<file path="config.mk">
export PLATFORM = sky130hd
export DESIGN_NAME = bool_lut_eval
export DESIGN_NICKNAME = d
export VERILOG_FILES = /design/src/rtl/bool_lut_eval.sv
export SDC_FILE = /design/constraint.sdc
export NUM_CORES = 1
export LEC_CHECK = 0
export CELL_PAD_IN_SITES_DETAIL_PLACEMENT = 1
export CELL_PAD_IN_SITES_GLOBAL_PLACEMENT = 1
export CORE_UTILIZATION = 25
export DETAILED_ROUTE_END_ITERATION = 6
export PLACE_DENSITY_LB_ADDON = 0.1
export SLEW_MARGIN = 20
export SYNTH_ARGS = -nofsm -noshare
export SYNTH_HDL_FRONTEND = slang
export SYNTH_SLANG_ARGS = --single-unit
</file>
<file path="constraint.sdc">
create_clock -name i_clk -period 2.7 [get_ports i_clk]
set_clock_uncertainty 0.1 [all_clocks]
set_input_delay 0.54 -clock i_clk [delete_from_list [all_inputs] [get_ports i_clk]]
set_output_delay 0.54 -clock i_clk [all_outputs]
set_load 0.02 [all_outputs]
</file>
<file path="src/rtl/bool_lut_eval.sv">
// -----------------------------------------------------------------------------
// bool_lut_eval
//   Run-time programmable evaluator for N_OUT boolean functions of N_IN inputs.
//   A 2**N_IN x N_OUT truth table is loaded through a valid/ready config port
//   and looked up with a registered (latency 1) output.
//
//   Optional feature macro: BOOL_LUT_PARITY_EN
//     defined   : beats with bad even parity are rejected and flag o_cfg_err
//     undefined : i_cfg_par is ignored, o_cfg_err is tied low
//
// Ports
//   i_clk        clock, rising edge
//   i_rst_n      synchronous reset, active low
//   i_cfg_start  pulse: (re)start a full table load at entry 0
//   i_cfg_valid  config beat valid
//   o_cfg_ready  high while loading
//   i_cfg_data   table entry, bit k = function k at the current minterm
//   i_cfg_par    even parity over i_cfg_data (parity build only)
//   o_cfg_done   one-cycle pulse after the last entry is written
//   o_cfg_err    sticky parity error (parity build only)
//   i_x_valid    evaluate i_x this cycle
//   i_x          input vector, MSB = input A
//   o_y_valid    o_y holds a fresh result
//   o_y          registered table[i_x]
// -----------------------------------------------------------------------------
module bool_lut_eval #(
   parameter int unsigned N_IN  = 5,
   parameter int unsigned N_OUT = 4
) (
   input  logic             i_clk,
   input  logic             i_rst_n,
   input  logic             i_cfg_start,
   input  logic             i_cfg_valid,
   output logic             o_cfg_ready,
   input  logic [N_OUT-1:0] i_cfg_data,
   input  logic             i_cfg_par,
   output logic             o_cfg_done,
   output logic             o_cfg_err,
   input  logic             i_x_valid,
   input  logic [N_IN-1:0]  i_x,
   output logic             o_y_valid,
   output logic [N_OUT-1:0] o_y
);

   localparam int unsigned     DEPTH     = 2 ** N_IN;
   localparam logic [N_IN-1:0] LAST_ADDR = {N_IN{1'b1}};

   localparam logic [1:0] ST_IDLE = 2'd0;
   localparam logic [1:0] ST_LOAD = 2'd1;
   localparam logic [1:0] ST_RUN  = 2'd2;

   logic [1:0]       r_state;
   logic [1:0]       w_state_nxt;
   logic [N_IN-1:0]  r_addr;
   logic [N_IN-1:0]  w_addr_nxt;
   logic [N_OUT-1:0] r_table [DEPTH];
   logic             r_cfg_done;
   logic             r_y_valid;
   logic [N_OUT-1:0] r_y;

   logic w_par_ok;
   logic w_hs;
   logic w_write;
   logic w_last;
   logic w_eval;

`ifdef BOOL_LUT_PARITY_EN
   logic r_cfg_err;
   assign w_par_ok = (i_cfg_par == ^i_cfg_data);
`else
   logic w_unused_par;
   assign w_unused_par = i_cfg_par;
   assign w_par_ok     = 1'b1;
`endif

   assign o_cfg_ready = (r_state == ST_LOAD);

   // cfg_start wins over a same-cycle beat, so that beat never counts.
   assign w_hs    = i_cfg_valid & o_cfg_ready & ~i_cfg_start;
   assign w_write = w_hs & w_par_ok;
   assign w_last  = w_write & (r_addr == LAST_ADDR);
   // In RUN the lookup uses the current table even if a load starts now.
   assign w_eval  = (r_state == ST_RUN) & i_x_valid;

   always_comb begin
      w_state_nxt = r_state;
      w_addr_nxt  = r_addr;
      case (r_state)
         ST_IDLE: begin
            if (i_cfg_start) begin
               w_state_nxt = ST_LOAD;
               w_addr_nxt  = '0;
            end
         end
         ST_LOAD: begin
            if (i_cfg_start) begin
               w_addr_nxt = '0;
            end else if (w_write) begin
               if (w_last) begin
                  w_state_nxt = ST_RUN;
                  w_addr_nxt  = '0;
               end else begin
                  w_addr_nxt = r_addr + 1'b1;
               end
            end
         end
         ST_RUN: begin
            if (i_cfg_start) begin
               w_state_nxt = ST_LOAD;
               w_addr_nxt  = '0;
            end
         end
         default: begin
            w_state_nxt = ST_IDLE;
            w_addr_nxt  = '0;
         end
      endcase
   end

   always_ff @(posedge i_clk) begin
      if (!i_rst_n) begin
         r_state    <= ST_IDLE;
         r_addr     <= '0;
         r_cfg_done <= 1'b0;
         r_y_valid  <= 1'b0;
         r_y        <= '0;
         for (int i = 0; i < int'(DEPTH); i++) begin
            r_table[i] <= '0;
         end
      end else begin
         r_state    <= w_state_nxt;
         r_addr     <= w_addr_nxt;
         r_cfg_done <= w_last;
         r_y_valid  <= w_eval;
         if (w_write) begin
            r_table[r_addr] <= i_cfg_data;
         end
         if (w_eval) begin
            r_y <= r_table[i_x];
         end
      end
   end

`ifdef BOOL_LUT_PARITY_EN
   always_ff @(posedge i_clk) begin
      if (!i_rst_n) begin
         r_cfg_err <= 1'b0;
      end else if (i_cfg_start) begin
         r_cfg_err <= 1'b0;
      end else if (w_hs && !w_par_ok) begin
         r_cfg_err <= 1'b1;
      end
   end
   assign o_cfg_err = r_cfg_err;
`else
   assign o_cfg_err = 1'b0;
`endif

   assign o_cfg_done = r_cfg_done;
   assign o_y_valid  = r_y_valid;
   assign o_y        = r_y;

endmodule
</file>
==> impl_metrics.ini, run 1 <==
[clock_network]
cts_made_buffers = 17
htreeDepth = 4
cts_setup_buffers = 0
numClockSinks = 141
postCtsHoldBufs = 0
cts_buffer_depth = 2
cts_root_buf = clkbuf_16
cts_resized = 0
cts_tree = built
clkLatencyLatePin_ps = 430
path_clk_slew_ps = 60

[grt]
use_met2 = 0.255
grt_first_pass_wirelength_mm = 29.9
grt.overflow.total = 0
grt.total_usage = 0.146
grt_pass1_vias = 4826
antenna_found_initial = 0
grtUsageMet3 = 0.0252
grt.met1_usage = 0.185
grt-busiest-layer = met2
grt_max_degree = 40

[logic_synthesis]
ys_types = 34
yosys-top-cells-area = edfxtp_1, and3_1, mux2i_1
yosys.area.top_type = edfxtp_1
synth.avg_cell_area_um2 = 11.7
ys_seq_elements = 141
mappedNetlistArea_um2 = 6910
syn_inst = 588
ys_seq_area_frac = 0.594
syn-num-nets = 608
yosys.area.top_type_share = 0.557
yosys_warnings = 0

[sta]
hold_violations = 0
finalCritPeriodShare = 0.864
relSlewSlack = 0.429
post-route-min-period_ps = 2330
worst_slew_pin_slew_ps = 855
rsz0062_at_grt = no
slew_viol_final = 0
setup_viol_count_final = 0
setup_tns_ps = 0
max_freq_ghz = 0.429
setup_ws_ps = 367

[pwr]
clkPwrFrac = 0.471
p_int_mw = 4.13
design_power_total_mw = 5.34
power.density_nw_per_um2 = 652
vdd_ir_drop_max_mv = 0.371
combPwrFrac = 0.065
switching_share = 0.227
seq_power_share = 0.465
leakagePower_nw = 3.56
p_sw_mw = 1.21

[worst_setup_path]
critPathLaunch = r_state[0]
cp_max_fo = 7
criticalPathCategory = reg -> out
cp.arrival_ps = 1690
critPathMaxStageDelay_ps = 610
cp_cell_sequence = inv_1 -> nor2_1 -> clkdlybuf4s50_1
ff2ff_path_depth = 6
required_ps = 2060
rrSetupSlack_ps = 630
r2r-end = r_table[29][3]
endpoint_kind = output pin
r2r-start = r_state[0]
start_kind = flip-flop
slowest_stage = clkdlybuf4s50_1

[route]
post_drt_via_cell_ratio = 4.78
ant_nets = 0
drt-pass1-iter-count = 4
drc_errors = 0
avgRoutedWirePerCell_um = 20.9
via_count = 4523
drtIter0Drc = 229
wirelength_mm = 19.8

[cells_and_area]
instances_no_fill = 947
syn2layout_area_growth_pct = 18.5
layout.nets = 613
n_antenna_cell = 0
layout-drive-gt1-share = 0.112

[hold_path]
holdPathStages = 1
hold_start = r_state[0]
hold_path_class = reg -> reg
hold_path_end = r_state[0]

[die]
start_util = 0.256
rows = 60
die-area_um2 = 28300
ioPinCount = 23
die_h_um = 168
die_x_um = 168
placeableCoreArea_um2 = 27000

[placed_design]
dp_slack_ps = 15.2
numPortBuffers = 20
dpl.hpwl_mm = 12.9
dp.cells = 915
gp_congestion = 0.770

[status]
status = completed

[job]
maxCapViolCount = 0
routing by layer:
| metal | vias up | share of wire |
|---|---|---|
| met5 | - | 0 |
| met1 | 2281 | 0.46 |
| li1 | 2176 | - |
| met4 | 0 | 0.0096 |
| met2 | 55 | 0.51 |
| met3 | 11 | 0.027 |
cell usage in the layout, fill, tap and decap left out, drive strengths merged, types with 5 or more instances in the layout:
master,count
and3,135
edfxtp,128
nand2,69
mux2i,65
buf,35
a22oi,32
a21oi,25
clkdlybuf4s50,19
clkbuf,18
dfxtp,13
nor2,8
clkinv,7
inv,6
o21ai,5
ha,5
cell families after synthesis:
kind of cell,share of synthesized area
DFF,0.594
and+or+nand+nor,0.187
AOI/OAI and AO/OA,0.0602
other,0.000543
adders and majority gates,0.00906
muxes,0.0942
buffers and inverters,0.0520
xor gates and xnor gates,0.00254
Yosys cell counts (all sizes together):
cell and instances:
and3 135, edfxtp 128, nand2 69, mux2i 65, clkbuf 57, a22oi 32, a21oi 25, dfxtp 13
buf 11, nor2 8, ha 5, inv 5, o21ai 5, nand2b 4, or4 4, nor3 3
nor3b 3, and2 2, and3b 2, nor2b 2, xor2 2, a211oi 1, a41o 1, conb 1
nand3 1, nand4 1, nor4 1, o21bai 1, or2 1
sequential cells by signal, indices dropped and copies added (netlist names):
signal	cells
r_state	2
r_table	128
o_cfg_done	1
r_addr	5
o_y_valid	1
o_y	4
how the worst max path moves through the flow:
stage	endpoint	slack, ps	cells past startpoint
floorplan	r_table[16][0]	690	6
CTS	o_cfg_ready	350	3
global placement	o_y[2]	30	8
detailed placement	o_y[2]	20	8
global route	o_cfg_ready	280	3
finish	o_cfg_ready	370	3
critical path: cells and delay by family, from the launching register on:
kind / cells / cell delay (ps)
buffers and inverters: 2 / 760
DFF: 1 / 400
and+or+nand+nor: 1 / 120
power by group through the flow:
stage	logic, mW	registers, mW	clock network (mW)
after detailed placement	0.354	2.53	0
after floorplan	0.214	2.51	0
after global placement	0.350	2.53	0
after CTS	0.356	2.48	2.56
after global routing	0.376	2.49	2.65
final	0.346	2.48	2.51
area by class of cell:
class	count	area (um^2)
tap	341	427
inverter	5	18.8
fill	2933	18800
sequential	141	4100
clock buffer	18	429
clock inverter	14	194
timing repair buffer	54	566
multi-input combinational	374	2450
through the flow:
step,hold slack [ps],instance area [um^2],util
after floorplan,374,6910,-
after global placement,410,7560,0.280
after detailed placement,412,7560,0.280
after CTS,428,8190,0.303
after global routing,473,8190,0.303
final,434,8190,0.303
No activity file was read; power rests on OpenSTA's default activity.
==> run 2, diff against run 1 <==
--- a/config.mk
+++ b/config.mk
@@ -7,2 +7,3 @@
 export LEC_CHECK = 0
+export CAP_MARGIN = 40
 export CELL_PAD_IN_SITES_DETAIL_PLACEMENT = 1
--- a/constraint.sdc
+++ b/constraint.sdc
@@ -4,2 +4,2 @@
 set_output_delay 0.54 -clock i_clk [all_outputs]
-set_load 0.02 [all_outputs]
+set_load 0.01 [all_outputs]
==> impl_metrics.ini, run 2 (synthesis results as in run 1) <==
[cells_and_area]
largest_reg_flops = 128
syn2layout_area_growth_pct = 18.6
fin_area_um2 = 8190
layout.nets = 614
n_antenna_cell = 0
regMostFlops = r_table
fin_util = 0.303
mostFrequentLayoutCells = and3_1, edfxtp_1, nand2_1, mux2i_1, a22oi_1
final_common_cell = and3_1
layout-drive-gt1-share = 0.114

[pwr]
vdd_ir_drop_max_mv = 0.372
leakagePower_nw = 3.57
power.density_nw_per_um2 = 652

[hold_path]
holdPathStages = 1
hold_path_class = reg -> reg

[sta]
setup_ws_ps = 435
max_freq_ghz = 0.441
slew_viol_final = 0
setup_tns_ps = 0
post-route-min-period_ps = 2270
rsz0062_at_grt = no
finalCritPeriodShare = 0.839
worst_slew_pin_slew_ps = 609
hold_violations = 0
setup_viol_count_final = 0
relSlewSlack = 0.594

[route]
ant_nets = 0
avgRoutedWirePerCell_um = 20.9
post_drt_via_cell_ratio = 4.78
drc_errors = 0
wirelength_mm = 19.8
drtIter0Drc = 240
via_count = 4533
drt-pass1-iter-count = 4

[die]
ioPinCount = 23
die_x_um = 168
placeableCoreArea_um2 = 27000
die-area_um2 = 28300
rows = 60
start_util = 0.256
die_h_um = 168

[clock_network]
cts_made_buffers = 17
cts_buffer_depth = 2
path_clk_slew_ps = 60
numClockSinks = 141
cts_root_buf = clkbuf_16
cts_resized = 0
htreeDepth = 4
clkLatencyLatePin_ps = 430
cts_tree = built
cts_setup_buffers = 0
postCtsHoldBufs = 0

[worst_setup_path]
start_kind = flip-flop
endpoint_kind = output pin
cp_max_fo = 7
required_ps = 2060
ff2ff_path_depth = 6
criticalPathCategory = reg -> out
cp.arrival_ps = 1630

[placed_design]
dpl.hpwl_mm = 12.9
dp_slack_ps = 15.2
place_area_um2 = 7560
numPortBuffers = 20
gp_congestion = 0.770

[job]
maxCapViolCount = 0

[status]
status = completed

[grt]
grt_max_degree = 40
grt_pass1_vias = 4826
antenna_found_initial = 0
grt.overflow.total = 0
grt.total_usage = 0.146
grt_first_pass_wirelength_mm = 29.9
-- run 2: per-layer routing --
metal  vias to the layer above  GRT usage  wire length [um]
li1                       2176          -                 -
met1                      2294      0.185              9110
met2                        51      0.255             10000
met3                        12     0.0252               495
met4                         0     0.0427               191
met5                         -          0                 0
-- run 2: critical path: stages (launching register included) --
cell,delay [ps]
dfxtp_1,400
inv_1,150
nor2_1,120
clkdlybuf4s50_1,540
-- run 2: power breakdown --
group / switching [mW] / leakage [nW] / internal, mW
clock network: 0.966 / 0.300 / 1.55
logic: 0.219 / 1.88 / 0.125
registers: 0.0266 / 1.39 / 2.45
total: 1.21 / 3.57 / 4.13
-- run 2: stage by stage --
step	power (mW)	cells	hold slack (ps)
after global routing	5.51	948	473
after global placement	2.87	915	410
final	5.34	948	434
after CTS	5.40	947	428
after floorplan	2.73	588	374
after detailed placement	2.88	915	412
-- run 2: path summary, 6_finish.rpt --
kind	startpoint	to	slack [ps]
setup / recovery	r_state[0]	o_cfg_ready	430
hold reg to reg	r_state[0]	r_state[0]	430
hold / removal	r_state[0]	r_state[0]	430
setup reg to reg	r_state[0]	r_table[29][3]	620
-- run 2: cell type report --
cell class                      instances  area (um^2)
Inverter                                5         18.8
Clock buffer                           18          429
Fill cell                            2934        18800
Timing Repair Buffer                   55          571
Sequential cell                       141         4100
Multi-Input combinational cell        374         2450
Clock inverter                         14          194
Tap cell                              341          427
